## src/rtl/regfile_port_ctrl_if.sv

```systemverilog
// regfile_port_ctrl_if: CPU-side read-request, response and write channels of the register file controller
interface regfile_port_ctrl_if #(
  parameter int DATA_WIDTH = 32,
  parameter int ADDR_WIDTH = 5
);
  logic                  rd_valid;
  logic                  rd_ready;
  logic [ADDR_WIDTH-1:0] rd_rs1;
  logic [ADDR_WIDTH-1:0] rd_rs2;
  logic                  rsp_valid;
  logic                  rsp_ready;
  logic [DATA_WIDTH-1:0] rsp_rs1_data;
  logic [DATA_WIDTH-1:0] rsp_rs2_data;
  logic                  wr_valid;
  logic                  wr_ready;
  logic [ADDR_WIDTH-1:0] wr_addr;
  logic [DATA_WIDTH-1:0] wr_data;
  modport master (
    output rd_valid, rd_rs1, rd_rs2, rsp_ready, wr_valid, wr_addr, wr_data,
    input  rd_ready, rsp_valid, rsp_rs1_data, rsp_rs2_data, wr_ready
  );
  modport slave (
    input  rd_valid, rd_rs1, rd_rs2, rsp_ready, wr_valid, wr_addr, wr_data,
    output rd_ready, rsp_valid, rsp_rs1_data, rsp_rs2_data, wr_ready
  );
endinterface

```

## src/rtl/regfile_port_ctrl.sv

```systemverilog
// regfile_port_ctrl: clears the 32x32 RAM after reset, sequences two-operand reads over its one read port, forwards same-cycle writes
module regfile_port_ctrl #(
  parameter int DATA_WIDTH     = 32,
  parameter int ADDR_WIDTH     = 5,
  parameter bit CLEAR_ON_RESET = 1'b1
) (
  input  logic                  clk,
  input  logic                  rst,
  regfile_port_ctrl_if.slave    bus,
  output logic                  init_done,
  output logic [ADDR_WIDTH-1:0] ram_raddr,
  input  logic [DATA_WIDTH-1:0] ram_do,
  output logic [ADDR_WIDTH-1:0] ram_waddr,
  output logic [DATA_WIDTH-1:0] ram_di,
  output logic                  ram_we
);
  typedef enum logic [2:0] {CLEAR, IDLE, RD1, RD2, RSP} state_t;
  state_t state, state_nx;
  logic [ADDR_WIDTH-1:0] cnt, rs1, rs2;
  logic [DATA_WIDTH-1:0] d1, d2;
  logic wr_fire, hit1, hit2, clearing;
  assign clearing         = state == CLEAR;
  assign bus.wr_ready     = !clearing;
  assign bus.rd_ready     = state == IDLE;
  assign bus.rsp_valid    = state == RSP;
  assign bus.rsp_rs1_data = d1;
  assign bus.rsp_rs2_data = d2;
  assign wr_fire          = bus.wr_valid && !clearing;
  // x0 never forwards: a write to it is accepted but discarded
  assign hit1             = wr_fire && bus.wr_addr == rs1 && rs1 != '0;
  assign hit2             = wr_fire && bus.wr_addr == rs2 && rs2 != '0;
  assign ram_we           = !rst && (clearing || (wr_fire && bus.wr_addr != '0));
  assign ram_waddr        = clearing ? cnt : bus.wr_addr;
  assign ram_di           = clearing ? '0 : bus.wr_data;
  assign ram_raddr        = state == RD1 ? rs1 : state == RD2 ? rs2 : '0;
  always_ff @(posedge clk or posedge rst) begin
    if (rst) begin
      if (CLEAR_ON_RESET) state <= CLEAR;
      else state <= IDLE;
      cnt       <= '0;
      rs1       <= '0;
      rs2       <= '0;
      d1        <= '0;
      d2        <= '0;
      init_done <= !CLEAR_ON_RESET;
    end else begin
      state <= state_nx;
      if (clearing) cnt <= cnt + 1'b1;
      if (clearing && &cnt) init_done <= 1'b1;
      if (state == IDLE && bus.rd_valid) begin
        rs1 <= bus.rd_rs1;
        rs2 <= bus.rd_rs2;
      end
      if (state == RD1) d1 <= rs1 == '0 ? '0 : hit1 ? bus.wr_data : ram_do;
      if (state == RD2) begin
        d2 <= rs2 == '0 ? '0 : hit2 ? bus.wr_data : ram_do;
        if (hit1) d1 <= bus.wr_data;
      end
    end
  end
  always_comb begin
    state_nx = state;
    case (state)
      CLEAR:   state_nx = &cnt ? IDLE : CLEAR;
      IDLE:    state_nx = bus.rd_valid ? RD1 : IDLE;
      RD1:     state_nx = RD2;
      RD2:     state_nx = RSP;
      RSP:     state_nx = bus.rsp_ready ? IDLE : RSP;
      default: state_nx = IDLE;
    endcase
  end
endmodule

```

## src/flat_wrapper.sv

```systemverilog
// flat-port wrapper written by rule: the top's interface ports become plain ports
module regfile_port_ctrl_flat 
#(
  parameter int DATA_WIDTH     = 32,
  parameter int ADDR_WIDTH     = 5,
  parameter bit CLEAR_ON_RESET = 1'b1
)
  (clk, rst, init_done, ram_raddr, ram_do, ram_waddr, ram_di, ram_we, bus_rd_valid, bus_rd_rs1, bus_rd_rs2, bus_rsp_ready, bus_wr_valid, bus_wr_addr, bus_wr_data, bus_rd_ready, bus_rsp_valid, bus_rsp_rs1_data, bus_rsp_rs2_data, bus_wr_ready);
  regfile_port_ctrl_if #(.DATA_WIDTH(DATA_WIDTH), .ADDR_WIDTH(ADDR_WIDTH)) bus_i ();
  input  logic clk;
  input  logic rst;
  output logic init_done;
  output logic [ADDR_WIDTH-1:0] ram_raddr;
  input  logic [DATA_WIDTH-1:0] ram_do;
  output logic [ADDR_WIDTH-1:0] ram_waddr;
  output logic [DATA_WIDTH-1:0] ram_di;
  output logic ram_we;
  input wire logic [$bits(bus_i.rd_valid)-1:0] bus_rd_valid;
  input wire logic [$bits(bus_i.rd_rs1)-1:0] bus_rd_rs1;
  input wire logic [$bits(bus_i.rd_rs2)-1:0] bus_rd_rs2;
  input wire logic [$bits(bus_i.rsp_ready)-1:0] bus_rsp_ready;
  input wire logic [$bits(bus_i.wr_valid)-1:0] bus_wr_valid;
  input wire logic [$bits(bus_i.wr_addr)-1:0] bus_wr_addr;
  input wire logic [$bits(bus_i.wr_data)-1:0] bus_wr_data;
  output wire logic [$bits(bus_i.rd_ready)-1:0] bus_rd_ready;
  output wire logic [$bits(bus_i.rsp_valid)-1:0] bus_rsp_valid;
  output wire logic [$bits(bus_i.rsp_rs1_data)-1:0] bus_rsp_rs1_data;
  output wire logic [$bits(bus_i.rsp_rs2_data)-1:0] bus_rsp_rs2_data;
  output wire logic [$bits(bus_i.wr_ready)-1:0] bus_wr_ready;
  assign bus_i.rd_valid = bus_rd_valid;
  assign bus_i.rd_rs1 = bus_rd_rs1;
  assign bus_i.rd_rs2 = bus_rd_rs2;
  assign bus_i.rsp_ready = bus_rsp_ready;
  assign bus_i.wr_valid = bus_wr_valid;
  assign bus_i.wr_addr = bus_wr_addr;
  assign bus_i.wr_data = bus_wr_data;
  assign bus_rd_ready = bus_i.rd_ready;
  assign bus_rsp_valid = bus_i.rsp_valid;
  assign bus_rsp_rs1_data = bus_i.rsp_rs1_data;
  assign bus_rsp_rs2_data = bus_i.rsp_rs2_data;
  assign bus_wr_ready = bus_i.wr_ready;
  regfile_port_ctrl #(.DATA_WIDTH(DATA_WIDTH), .ADDR_WIDTH(ADDR_WIDTH), .CLEAR_ON_RESET(CLEAR_ON_RESET)) u_core (.clk(clk), .rst(rst), .bus(bus_i), .init_done(init_done), .ram_raddr(ram_raddr), .ram_do(ram_do), .ram_waddr(ram_waddr), .ram_di(ram_di), .ram_we(ram_we));
endmodule
```

## config.mk

```make
export PLATFORM = sky130hd
export DESIGN_NAME = regfile_port_ctrl_flat
export DESIGN_NICKNAME = d
export VERILOG_FILES = /design/src/rtl/regfile_port_ctrl_if.sv /design/src/rtl/regfile_port_ctrl.sv /design/src/flat_wrapper.sv
export SDC_FILE = /design/constraint.sdc
export NUM_CORES = 1
export LEC_CHECK = 0
export ABC_CLOCK_PERIOD_IN_PS = 2800
export BUFFER_PORTS_ARGS = -buffer_cell sky130_fd_sc_hd__buf_2
export CAP_MARGIN = 20
export CORE_ASPECT_RATIO = 0.7
export CORE_MARGIN = 2
export CORE_UTILIZATION = 44
export CTS_CLUSTER_SIZE = 30
export DETAILED_ROUTE_END_ITERATION = 12
export PLACE_DENSITY_LB_ADDON = 0.1
export SLEW_MARGIN = 40
export SYNTH_ARGS = -nofsm -noshare
export SYNTH_HDL_FRONTEND = slang
export SYNTH_SLANG_ARGS = --single-unit
```

## constraint.sdc

```tcl
create_clock -name clk -period 2.8 [get_ports clk]
set_input_delay 0.28 -clock clk [delete_from_list [all_inputs] [get_ports clk]]
set_output_delay 0.28 -clock clk [all_outputs]
set_load 0.02 [all_outputs]
```

==> results_dict.tcl, run 1 <==
set metrics [dict create \
    outcome "finished, violations left" \
    violations "hold timing" \
    path_class "register to primary output" \
    grt-ovfl-total 0 \
    finalClockSkew_ps 4.822 \
    io_pins 195 \
    leakagePower_nw 2.974 \
    ys_seq_area_share_pct 47.13 \
    drt_iter0_drc 215 \
    vias 4141 \
    cp_slowest_cell "dfrtp_1" \
    yosysTopAreaCell "dfrtp_1" \
    vias_per_cell 5.399 \
    place.gp.congestion 0.8033 \
    die_w_um 123.6 \
    finalHoldViolations 1 \
    worstPathCellList "nand2b_1, nor2_2, buf_4, a22o_1, buf_2" \
    stdcell_count 767 \
    finalSetupTns_ps 0 \
    cts_tree "yes" \
    nets 720 \
    h-tree-depth 3 \
    p_total_mw 7.155 \
    dp.cells 751 \
    die_h_um 87.73 \
    drt_first_pass_iters 5 \
    ys_types 36 \
    cp-end-kind "primary output" \
    io_buffers 194 \
    initial_core_util_pct 45.33 \
    cts_hold_buf 0 \
    worst_setup_path_start_kind "register" \
    yosysWarnings 0 \
    period_share_pct 86.89 \
    drc 0 \
    path_buf_inv 2 \
    path_clk_slew_ps 60 \
    ant_nets 0 \
    core_area_mm2 0.009722 \
    worstPathArrival_ps 2150 \
    slew_headroom_pct 53.10 \
    clockBufferDepth 2 \
    max_cap_violations 0 \
    fin_hold_ws_ps -0.1454 \
    max_freq_mhz 411.1 \
    worst_pin_slew_ps 703.6 \
    yosysTopAreaCellShare_pct 47.13 \
    grt_max_degree 45 \
    crit_fanout 25 \
    ys_top_cells_by_area "dfrtp_1 47%, mux2i_1 7.5%, nand2_1 5.5%" \
    track_usage_pct 24.59 \
    drt_wl_total_mm 13.14 \
    power-per-cell-area_mw_per_mm2 1220 \
    syn_nets 534 \
    crit_required_ps 2520 \
    syn_area_per_cell_um2 9.836 \
    cts_made_buffers 9 \
    cts_sinks 83 \
    grt_pass1_vias 3950 \
    synth_area_mm2 0.004407 \
    ir_drop_mv 0.5573 \
    cts-root-buf "clkbuf_16" \
    synthesis.instances 448 \
    wl_per_cell_um 17.14 \
    post_cts_buffers 0 \
    diodes 0 \
    rows 30 \
    min_period_ps 2433 \
    place_hpwl_mm 9.592 \
    grt_pass1_wl_mm 20.28 \
    critPathTopFamily "simple AND/OR/NAND/NOR gates" \
    hp-class "input pin to async pin" \
    die_area_mm2 0.01084 \
    clk_latency_ps 340 \
    grt_antenna_before_repair 0 \
    grt_setup_unrepaired "false" \
    drive_above_1_share_pct 38.65 \
    critPathMaxStageDelay_ps 430 \
    post_cts_resized 0 \
    syn_to_final_growth_pct 33.11 \
    finalSetupViolCount 0 \
    ys_ff_latch 83 \
    slew_violations 0 \
]
==> cell families after synthesis <==
logic type | count (synthesis) | share of synthesized area, %
AO/OA/AOI/OAI | 93 | 14.48
XOR/XNOR | 13 | 2.584
adder cells (fa/ha/maj) | 2 | 0.5678
buffers and inverters | 35 | 3.549
flip-flops | 83 | 47.13
multiplexers | 51 | 12.78
AND/OR/NAND/NOR | 171 | 18.91
==> state kept, by name (all words and copies together), names as in the netlist <==
name and flops:
u_core.cnt 5, u_core.rs2 5, u_core.rs1 5, u_core.init_done 1, u_core.bus.rsp_rs2_data 32, u_core.state 3
u_core.bus.rsp_rs1_data 32
==> layer usage <==
layer / global-route usage, % / part of all wire (%) / wire length [um]
met3: 5.990 / 7.0 / 922
met2: 39.66 / 46 / 6056
met4: 8.058 / 1.4 / 183
met5: 0 / 0 / 0
met1: 32.80 / 46 / 5981
==> cells in the mapped netlist, drive strengths merged <==
master   n
dfrtp   83
or4b     1
nor4     1
inv      4
a31oi    1
xor2     2
a21o     1
and3     1
nor2    32
buf      8
or4      2
nand3b   1
xnor2   11
nand4    3
nand2b   3
a22o     5
mux2    18
ha       2
nand2   65
clkbuf  23
nand3   24
mux2i   33
or2      2
nor3     3
a221o   24
a21oi   26
o21ai   36
and2    33
==> worst register-to-register path, cell delays in order, from the launching register on <==
cell,delay [ps]
dfrtp_1,430
xnor2_1,170
nand4_1,200
or4b_1,900
nor2_8,450
a221o_1,220
==> final timing paths <==
| check | from | to | slack [ps] | cells past startpoint |
|---|---|---|---|---|
| max | u_core.state[2] | ram_raddr[3] | 370 | 5 |
| min | rst | u_core.rs2[2] | -0.1 | 2 |
| max reg2reg | u_core.rs1[2] | u_core.bus.rsp_rs1_data[1] | 370 | 5 |
| min reg2reg | u_core.init_done | u_core.init_done | 460 | 1 |
| max in group asynchronous | rst | u_core.bus.rsp_rs2_data[11] | 2170 | 3 |
| min in group clk | bus_rsp_ready | u_core.state[2] | 140 | 2 |
==> metrics by stage <==
| stage | setup slack [ps] | utilization (%) | cell area [um^2] |
|---|---|---|---|
| finish | 367.2 | 60.33 | 5866 |
| global route | 214.8 | 60.33 | 5866 |
| CTS | 339.4 | 60.24 | 5857 |
| detailed placement | 346.9 | 56.86 | 5528 |
| global placement | 389.4 | 56.86 | 5528 |
| floorplan | 383.2 | - | 4407 |
==> cell type report <==
type / count / area, um^2
clock buffers: 12 / 256.5
clock inverters: 4 / 72.57
fillers: 855 / 3856
inverters: 4 / 17.52
multi-input cells: 330 / 2208
flip-flops and latches: 83 / 2077
well taps: 128 / 160.2
repair buffers: 206 / 1074
==> power by group <==
part           leakage, nW  internal, mW  switching, mW
sequential            1.04          1.78          0.451
combinational         1.78          1.36           2.27
clock                0.159         0.829          0.469
total                 2.97          3.97           3.19
==> cell usage in the layout (no fill, tap or decap), types with 3 or more instances in the layout <==
cell,n
clkbuf_16,9
dfrtp_1,83
a21oi_2,8
and2_1,33
nand3_1,24
buf_2,194
mux2_4,8
nand2_1,65
nand2b_1,3
a21oi_1,18
mux2i_1,33
o21ai_1,33
mux2_1,9
a22o_1,5
xnor2_1,11
nand4_1,3
nor2_1,30
buf_4,11
a221o_1,24
No activity file was read; power rests on OpenSTA's default activity.
==> run 2: changes to the inputs <==
- ABC_CLOCK_PERIOD_IN_PS: 2800 -> 2200
- CORE_UTILIZATION: 44 -> 43
- GPL_ROUTABILITY_DRIVEN: not set -> 0
- clock period: 2.8 -> 2.2 ns (I/O delays scaled with it)
==> results_dict.tcl, run 2 (synthesized netlist as in run 1, its figures left out) <==
set metrics [dict create \
    outcome "finished, violations left" \
    violations "hold timing" \
    switching_share_pct 44.16 \
    max_freq_mhz 478.4 \
    cts_tree "yes" \
    power-per-cell-area_mw_per_mm2 1562 \
    max_cap_violations 0 \
    worst_setup_path_start_kind "register" \
    drive_above_1_share_pct 39.75 \
    drt_iter0_drc 190 \
    finalClockSkew_ps 5.318 \
    drt_first_pass_iters 5 \
    finalSetupViolCount 0 \
    layout_setup_ws_ps 109.6 \
    rr_worst_depth 6 \
    finalHoldViolations 8 \
    vias 4148 \
    grt_antenna_before_repair 0 \
    cts-root-buf "clkbuf_16" \
    rrSetupSlack_ps 110 \
    nets 731 \
    rr_startpoint "u_core.rs1[4]" \
    rows 30 \
    syn_to_final_growth_pct 35.38 \
    fin_hold_ws_ps -13.23 \
    worstReg2RegEnd "u_core.bus.rsp_rs1_data[6]" \
    period_share_pct 95.02 \
    place_hpwl_mm 9.618 \
    io_pins 195 \
    diodes 0 \
    grt-ovfl-total 0 \
    grt_max_degree 84 \
    grt_setup_unrepaired "false" \
    place_ws_ps 139.0 \
    leakagePower_nw 3.018 \
    initial_core_util_pct 44.81 \
    ant_nets 0 \
    ir_drop_mv 0.6990 \
    clk_latency_ps 340 \
    final_core_util_pct 60.66 \
    p_clk_share_pct 18.4 \
    min_period_ps 2090 \
    clockBufferDepth 2 \
    p_switching_mw 4.116 \
    path_class "register to register" \
    path_clk_slew_ps 60 \
    wl_per_cell_um 17.37 \
    power_frac_seq_pct 30.3 \
    grt_pass1_vias 3942 \
    drc 0 \
    drt_wl_total_mm 13.50 \
    cp-end-kind "register" \
    internal_power_mw 5.205 \
    vias_per_cell 5.338 \
    cts_sinks 83 \
    cts_hold_buf 0 \
    grt_pass1_wl_mm 20.76 \
    slew_violations 0 \
    worstPathArrival_ps 2370 \
    io_buffers 194 \
    finalSetupTns_ps 0 \
    hp-class "input pin to async pin" \
    cts_made_buffers 9 \
    die_area_mm2 0.01109 \
    h-tree-depth 3 \
    slew_headroom_pct 60.71 \
    crit_required_ps 2480 \
    p_comb_share_pct 51.3 \
    worst_pin_slew_ps 589.4 \
    worstPathCellList "xnor2_1, nand4_1, or4b_1, buf_4, nor2_4, a221o_1" \
    final_cell_mix "194 x buf_2, 81 x dfrtp_1, 65 x nand2_1" \
    crit_fanout 12 \
    critPathMaxStageDelay_ps 510 \
    cp_slowest_cell "or4b_1" \
    mostFrequentLayoutCell "buf_2" \
    die_h_um 88.70 \
    die_w_um 125.0 \
    core_area_mm2 0.009834 \
    track_usage_pct 24.10 \
]
## run 2: cell count changes in the layout (fill, tap and decap cells not counted), moves of 2 or more
cell and delta:
dfrtp_1 -2, buf_4 +9, nor2_4 +2, clkbuf_8 -2, dfrtp_2 +2
## run 2: cell type report
| class | count | area (um^2) |
|---|---|---|
| Timing Repair Buffer | 216 | 1152 |
| Clock buffer | 10 | 229.0 |
| Inverter | 4 | 18.77 |
| Tap cell | 128 | 160.2 |
| Sequential cell | 83 | 2079 |
| Clock inverter | 5 | 102.6 |
| Fill cell | 905 | 3869 |
| Multi-Input combinational cell | 331 | 2223 |
## run 2: per-stage QoR
step	area [um^2]	power, mW	cells	hold WS [ps]
global route	5966	9.916	777	20.31
finish	5966	9.320	777	-13.23
global placement	5605	7.502	761	392.9
floorplan	4410	5.843	448	311.2
CTS	5937	9.359	776	30.96
detailed placement	5605	7.626	761	393.7
## run 2: what timing repair did
item / 4_1_cts / 5_1_grt
setup buffers: 0 / 0
gates resized for setup: 0 / 5
endpoints found under the setup margin: 0 / 38
## run 2: worst max-delay path by stage
stage | start | to | slack [ps] | cells past startpoint
finish | u_core.rs1[4] | u_core.bus.rsp_rs1_data[6] | 110 | 6
global placement | u_core.rs1[2] | u_core.bus.rsp_rs1_data[29] | 160 | 6
global route | u_core.rs1[0] | u_core.bus.rsp_rs1_data[27] | 20 | 6
floorplan | u_core.state[2] | u_core.rs1[1] | 290 | 5
CTS | u_core.state[0] | ram_di[14] | 9 | 6
detailed placement | u_core.rs1[2] | u_core.bus.rsp_rs1_data[30] | 140 | 6
## run 2: power groups by stage
stage | clock, mW | combinational, mW | sequential, mW
final | 1.71 | 4.78 | 2.83
after global placement | 0 | 4.71 | 2.79
after CTS | 1.74 | 4.81 | 2.81
after detailed placement | 0 | 4.80 | 2.83
after floorplan | 0 | 2.43 | 3.41
after global routing | 1.81 | 5.18 | 2.92
## run 2: critical path, delay by kind of cell (launching register included)
family | cells | cell delay, ps
buf+inv | 1 | 230
xor+xnor | 1 | 170
compound gates | 1 | 220
simple gates | 3 | 990
flops | 1 | 420
## run 2: layer usage
metal / share of wire (%) / track usage (%) / wire length [um] / up-vias
met2: 46 / 38.98 / 6275 / 176
met1: 46 / 32.72 / 6175 / 1987
met4: 1.2 / 6.869 / 157 / 0
met5: 0 / 0 / 0 / -
li1: - / - / - / 1973
met3: 6.6 / 6.167 / 892 / 12
